File: src/rtl/dw_cntr_gray.sv
// ---------------------------------------------------------------------------
// dw_cntr_gray
//
// Registered, parametrised Gray-code counter. The count state lives in a
// binary register (b_q); a second register (g_q) is loaded with the Gray
// encoding of the same next value, so both outputs come straight from flops.
// Intended as a pointer generator for async FIFOs and clock-domain crossings:
// every enabled count that changes the value flips exactly one bit of g.
//
// Parameters:
//   width    - count width in bits (2..32)
//   sat_mode - 0: wrap at the terminal value, 1: hold at the terminal value
//   init_val - binary value taken while rst_n is low (must be < 2^width)
//
// Ports:
//   clk      in   rising-edge clock
//   rst_n    in   asynchronous active-low reset
//   clr      in   synchronous clear to 0 (highest priority)
//   ld       in   synchronous load of ld_data (Gray coded)
//   ld_data  in   [width-1:0] Gray-coded load value
//   en       in   count enable
//   up_dn    in   1 = count up, 0 = count down
//   g        out  [width-1:0] registered Gray count
//   b        out  [width-1:0] registered binary equivalent of g
//   tc       out  terminal count: at max while counting up, at 0 while down
// ---------------------------------------------------------------------------
module dw_cntr_gray #(
    parameter int          width    = 8,
    parameter int          sat_mode = 0,
    parameter logic [31:0] init_val = 32'd0
) (
    input  logic             clk,
    input  logic             rst_n,
    input  logic             clr,
    input  logic             ld,
    input  logic [width-1:0] ld_data,
    input  logic             en,
    input  logic             up_dn,
    output logic [width-1:0] g,
    output logic [width-1:0] b,
    output logic             tc
);

    // Reset values in both codings, derived once from the binary init_val.
    localparam logic [width-1:0] INIT_B  = init_val[width-1:0];
    localparam logic [width-1:0] INIT_G  = INIT_B ^ (INIT_B >> 1);
    localparam logic [width-1:0] MAX_VAL = {width{1'b1}};
    localparam logic [width-1:0] ONE     = {{(width-1){1'b0}}, 1'b1};

    logic [width-1:0] b_q;
    logic [width-1:0] g_q;
    logic [width-1:0] b_next;
    logic             at_max;
    logic             at_zero;

    // Gray to binary: each binary bit is the XOR of all Gray bits at and
    // above it, built from the MSB downwards as a running XOR.
    function automatic logic [width-1:0] gray2bin(input logic [width-1:0] gray);
        logic [width-1:0] bin;
        bin[width-1] = gray[width-1];
        for (int i = width - 2; i >= 0; i--) begin
            bin[i] = bin[i+1] ^ gray[i];
        end
        return bin;
    endfunction

    // Binary to Gray: each Gray bit is the XOR of adjacent binary bits.
    function automatic logic [width-1:0] bin2gray(input logic [width-1:0] bin);
        logic [width-1:0] gray;
        for (int i = 0; i < width - 1; i++) begin
            gray[i] = bin[i] ^ bin[i+1];
        end
        gray[width-1] = bin[width-1];
        return gray;
    endfunction

    assign at_max  = (b_q == MAX_VAL);
    assign at_zero = (b_q == '0);

    // Next binary value with clr > ld > en priority. At the terminal value
    // the counter either wraps (modulo arithmetic does that for free) or,
    // in saturate mode, simply keeps its current value so g never moves.
    always_comb begin
        b_next = b_q;
        if (clr) begin
            b_next = '0;
        end else if (ld) begin
            b_next = gray2bin(ld_data);
        end else if (en) begin
            if (up_dn) begin
                if (at_max && (sat_mode != 0)) begin
                    b_next = b_q;
                end else begin
                    b_next = b_q + ONE;
                end
            end else begin
                if (at_zero && (sat_mode != 0)) begin
                    b_next = b_q;
                end else begin
                    b_next = b_q - ONE;
                end
            end
        end
    end

    // Both codings are registered from the same next value, so g is never
    // decoded combinationally from b and stays glitch-free for CDC use.
    always_ff @(posedge clk or negedge rst_n) begin
        if (!rst_n) begin
            b_q <= INIT_B;
            g_q <= INIT_G;
        end else begin
            b_q <= b_next;
            g_q <= bin2gray(b_next);
        end
    end

    assign g  = g_q;
    assign b  = b_q;

    // Terminal count follows up_dn immediately and ignores en.
    assign tc = up_dn ? at_max : at_zero;

endmodule
File: config.mk
export PLATFORM = sky130hd
export DESIGN_NAME = dw_cntr_gray
export DESIGN_NICKNAME = d
export VERILOG_FILES = /design/src/rtl/dw_cntr_gray.sv
export SDC_FILE = /design/constraint.sdc
export NUM_CORES = 1
export LEC_CHECK = 0
export CAP_MARGIN = 20
export CORE_MARGIN = 8
export CORE_UTILIZATION = 49
export CTS_BUF_LIST = sky130_fd_sc_hd__clkbuf_16
export DETAILED_ROUTE_END_ITERATION = 10
export PLACE_DENSITY = 0.81
export SYNTH_ARGS = -nofsm -noshare
export SYNTH_HDL_FRONTEND = slang
export SYNTH_SLANG_ARGS = --single-unit
File: constraint.sdc
create_clock -name clk -period 2.62 [get_ports clk]
set_input_delay 0.393 -clock clk [delete_from_list [all_inputs] [get_ports clk]]
set_output_delay 0.393 -clock clk [all_outputs]
set_load 0.1 [all_outputs]
==> results.tsv <==
stage	metric	value	unit
clocking	numClockSinks	15	
sta	timing.fmax	418.4	MHz
logic_synthesis	synth_top_area_cell	dfrtp_1	
global_routing	grt_max_degree	16	
place	detailedPlacementHpwl	2522	um
sta	fin_ws	0.2297	ns
finish	nets	189	
power_and_ir_drop	power_frac_clock	21.5	%
power_and_ir_drop	ir_drop	0.7711	mV
logic_synthesis	ys.flop_type	dfrtp_1	
route	first_pass_iters	4	
worst_setup_path	cp-end-kind	register	
clocking	postCtsSetupBuffers	0	
sta	period_needed	2.390	ns
power_and_ir_drop	p_sw_share	48.90	%
logic_synthesis	yosysUniqueCellTypes	46	
worst_setup_path	crit_type	in2reg	
worst_setup_path	required	2.78	ns
route	ant_nets	0	
route	avgRoutedWirePerCell	16.34	um
global_routing	grt_pass1_vias	1123	
logic_synthesis	ys_ff_latch	15	
logic_synthesis	avgSynthCellArea	9.277	um2
clocking	cts-root-buf	clkbuf_16	
power_and_ir_drop	p_per_area	834.5	nW/um2
sta	skew	0.001017	ns
clocking	cts_resized	0	
logic_synthesis	yosysSeqAreaShare	29.97	%
power_and_ir_drop	p_int	0.0007074	W
floorplan	io_pins	31	
logic_synthesis	synth_area_leaders	dfrtp_1 30%, xnor2_1 7.0%, ha_1 6.0%	
worst_setup_path	critPathBufInv	2	
sta	final_hold_viol_count	0	
floorplan	die-area	4430	um2
logic_synthesis	synth-edff-count	0	
clocking	clk_latency	0.24	ns
finish	fill_cells	188	
logic_synthesis	syn_inst	135	
worst_setup_path	critPathTopFamily	compound AO/OA/AOI/OAI gates	
floorplan	die_h	66.56	um
floorplan	core_area	2455	um2
sta	rsz0062_at_grt	false	
worst_setup_path	worstPathArrival	2.55	ns
min_path	hold_path_class	in2async	
floorplan	dieWidth	66.56	um
global_routing	grt_pass1_wl	5520	um
clocking	cts_buffer_depth	2	
route	drc	0	
worst_setup_path	crit_path_cell_trace	clkdlybuf4s50_1, inv_1, ha_1, nand2b_1, a21o_1, o211a_1, a2111o_1, xnor2_1	
global_routing	antenna_found_initial	0	
clocking	cts_tree	built	
clocking	hold_buffers	0	
run	drv_cap	0	
sta	tns	0	ns
logic_synthesis	synth.top_cell.area_share	29.97	%
place	place_congestion	0.9034	
place	portBuffers	30	
logic_synthesis	synth_area	1252	um2
clocking	numCtsBuffers	3	
global_routing	grt.overflow.total	0	
global_routing	track_usage	15.91	%
power_and_ir_drop	pwr-share-comb	55.5	%
finish	syn2layout_area_growth	32.47	%
sta	slew_viol_final	0	
route	drt_iter0_markers	75	
power_and_ir_drop	total_power	0.001385	W
power_and_ir_drop	seqPwrFrac	23.1	%
finish	drive_gt1_share	20.96	%
worst_setup_path	cp_slowest_cell	clkdlybuf4s50_1	
run_status	status	complete, no violations	
finish	final_core_util	67.58	%
power_and_ir_drop	power.switching	0.0006771	W
power_and_ir_drop	p_leak	0.7577	nW
route	via_count	1109	
logic_synthesis	syn_nets	156	
sta	tightest_slew	0.6687	ns
place	pre_cts_slack	0.0008116	ns
worst_setup_path	cpPeakStageDelay	0.53	ns
route	viasPerCell	5.629	
worst_setup_path	start_kind	input port	
clocking	h-tree-depth	1	
clocking	clk_pin_slew	0.05	ns
worst_setup_path	path_max_fanout	6	
finish	mostFrequentLayoutCells	20 x buf_4, 13 x dfrtp_1, 13 x clkdlybuf4s50_1, 11 x inv_1, 10 x xnor2_1	
logic_synthesis	yosys_warnings	0	
floorplan	rows	18	
sta	finalSetupViolCount	0	
sta	post-route-period-util	91.23	%
floorplan	start_util	51.02	%
route	routed_wl	3218	um
logic_synthesis	async_flop_share	100.0	%
finish	antennaDiodeCount	0	
finish	final_common_cell	buf_4	
sta	slew-limit-headroom	55.28	%
final cells by class:
cell class                      count  area [um2]  share of cell area [%]
Sequential cell                    15       380.4                   22.93
Multi-Input combinational cell    103       819.5                   49.40
Tap cell                           30       37.54                   2.262
Inverter                           11       41.29                   2.489
Clock inverter                      1       5.005                  0.3017
Timing Repair Buffer               34       300.3                   18.10
Clock buffer                        3       75.07                   4.525
registers in the layout, summed over array words and instances, names as in the netlist:
name  cells
g         7
b         8
worst paths after layout:
kind / start / end / slack [ns] / cells after the start
max in group asynchronous: rst_n / b[0] / 1.57 / 1
hold / removal: rst_n / b[4] / 0.56 / 1
setup / recovery: up_dn / g[6] / 0.23 / 8
hold reg to reg: b[0] / g[0] / 0.78 / 3
setup reg to reg: b[0] / g[6] / 0.34 / 7
min in group clk: ld_data[1] / g[1] / 0.76 / 3
cells in the mapped netlist (2+ instances only):
| cell type | instances |
|---|---|
| dfrtp_1 | 15 |
| inv_1 | 11 |
| a31oi_1 | 2 |
| nor3_1 | 3 |
| ha_1 | 6 |
| a21oi_1 | 7 |
| and2_1 | 3 |
| a21o_1 | 2 |
| mux2i_1 | 6 |
| a211o_1 | 3 |
| nand3_1 | 4 |
| o21ai_0 | 6 |
| o21a_1 | 2 |
| o21ai_1 | 2 |
| xor2_1 | 5 |
| clkbuf_1 | 2 |
| nand2b_1 | 3 |
| buf_2 | 3 |
| nor2_1 | 7 |
| nand2_1 | 8 |
| xnor2_1 | 10 |
power by group through the flow:
stage          logic, W  clock network [W]  registers, W
6_report       0.000768           0.000297      0.000319
5_1_grt        0.000817           0.000313      0.000325
4_1_cts        0.000772           0.000300      0.000319
3_5_place_dp   0.000767                  0      0.000321
3_3_place_gp   0.000760                  0      0.000320
2_1_floorplan  0.000314                  0      0.000603
routing by layer:
layer  share of wire (%)  global-route usage (%)
met5                   0                       0
met4                 2.2                   8.267
met3                 5.3                   2.181
met2                  51                   25.93
met1                  42                   19.80
kinds of logic after synthesis:
family	after synthesis	synth area share, %
AND/OR/NAND/NOR	35	14.99
AO/OA/AOI/OAI	37	22.48
multiplexers	7	5.694
buffers and inverters	17	5.694
flip-flops	15	29.97
XOR/XNOR	17	13.59
adder cells (fa/ha/maj)	7	7.592
worst register-to-register path: stages, from the launching register on:
cell	delay, ns
dfrtp_4	0.47
inv_1	0.08
fa_1	0.45
nand2b_1	0.17
a21o_1	0.18
o211a_1	0.22
a2111o_1	0.40
xnor2_1	0.21
metrics by stage:
step                hold WS (ns)  std cells  cell area, um2
floorplan                0.09741        135            1271
detailed placement        0.7593        193            1579
finish                    0.5579        197            1659
CTS                       0.5840        197            1659
global route              0.6310        197            1659
global placement          0.7534        193            1579
Power figures use the tool's default switching activity.
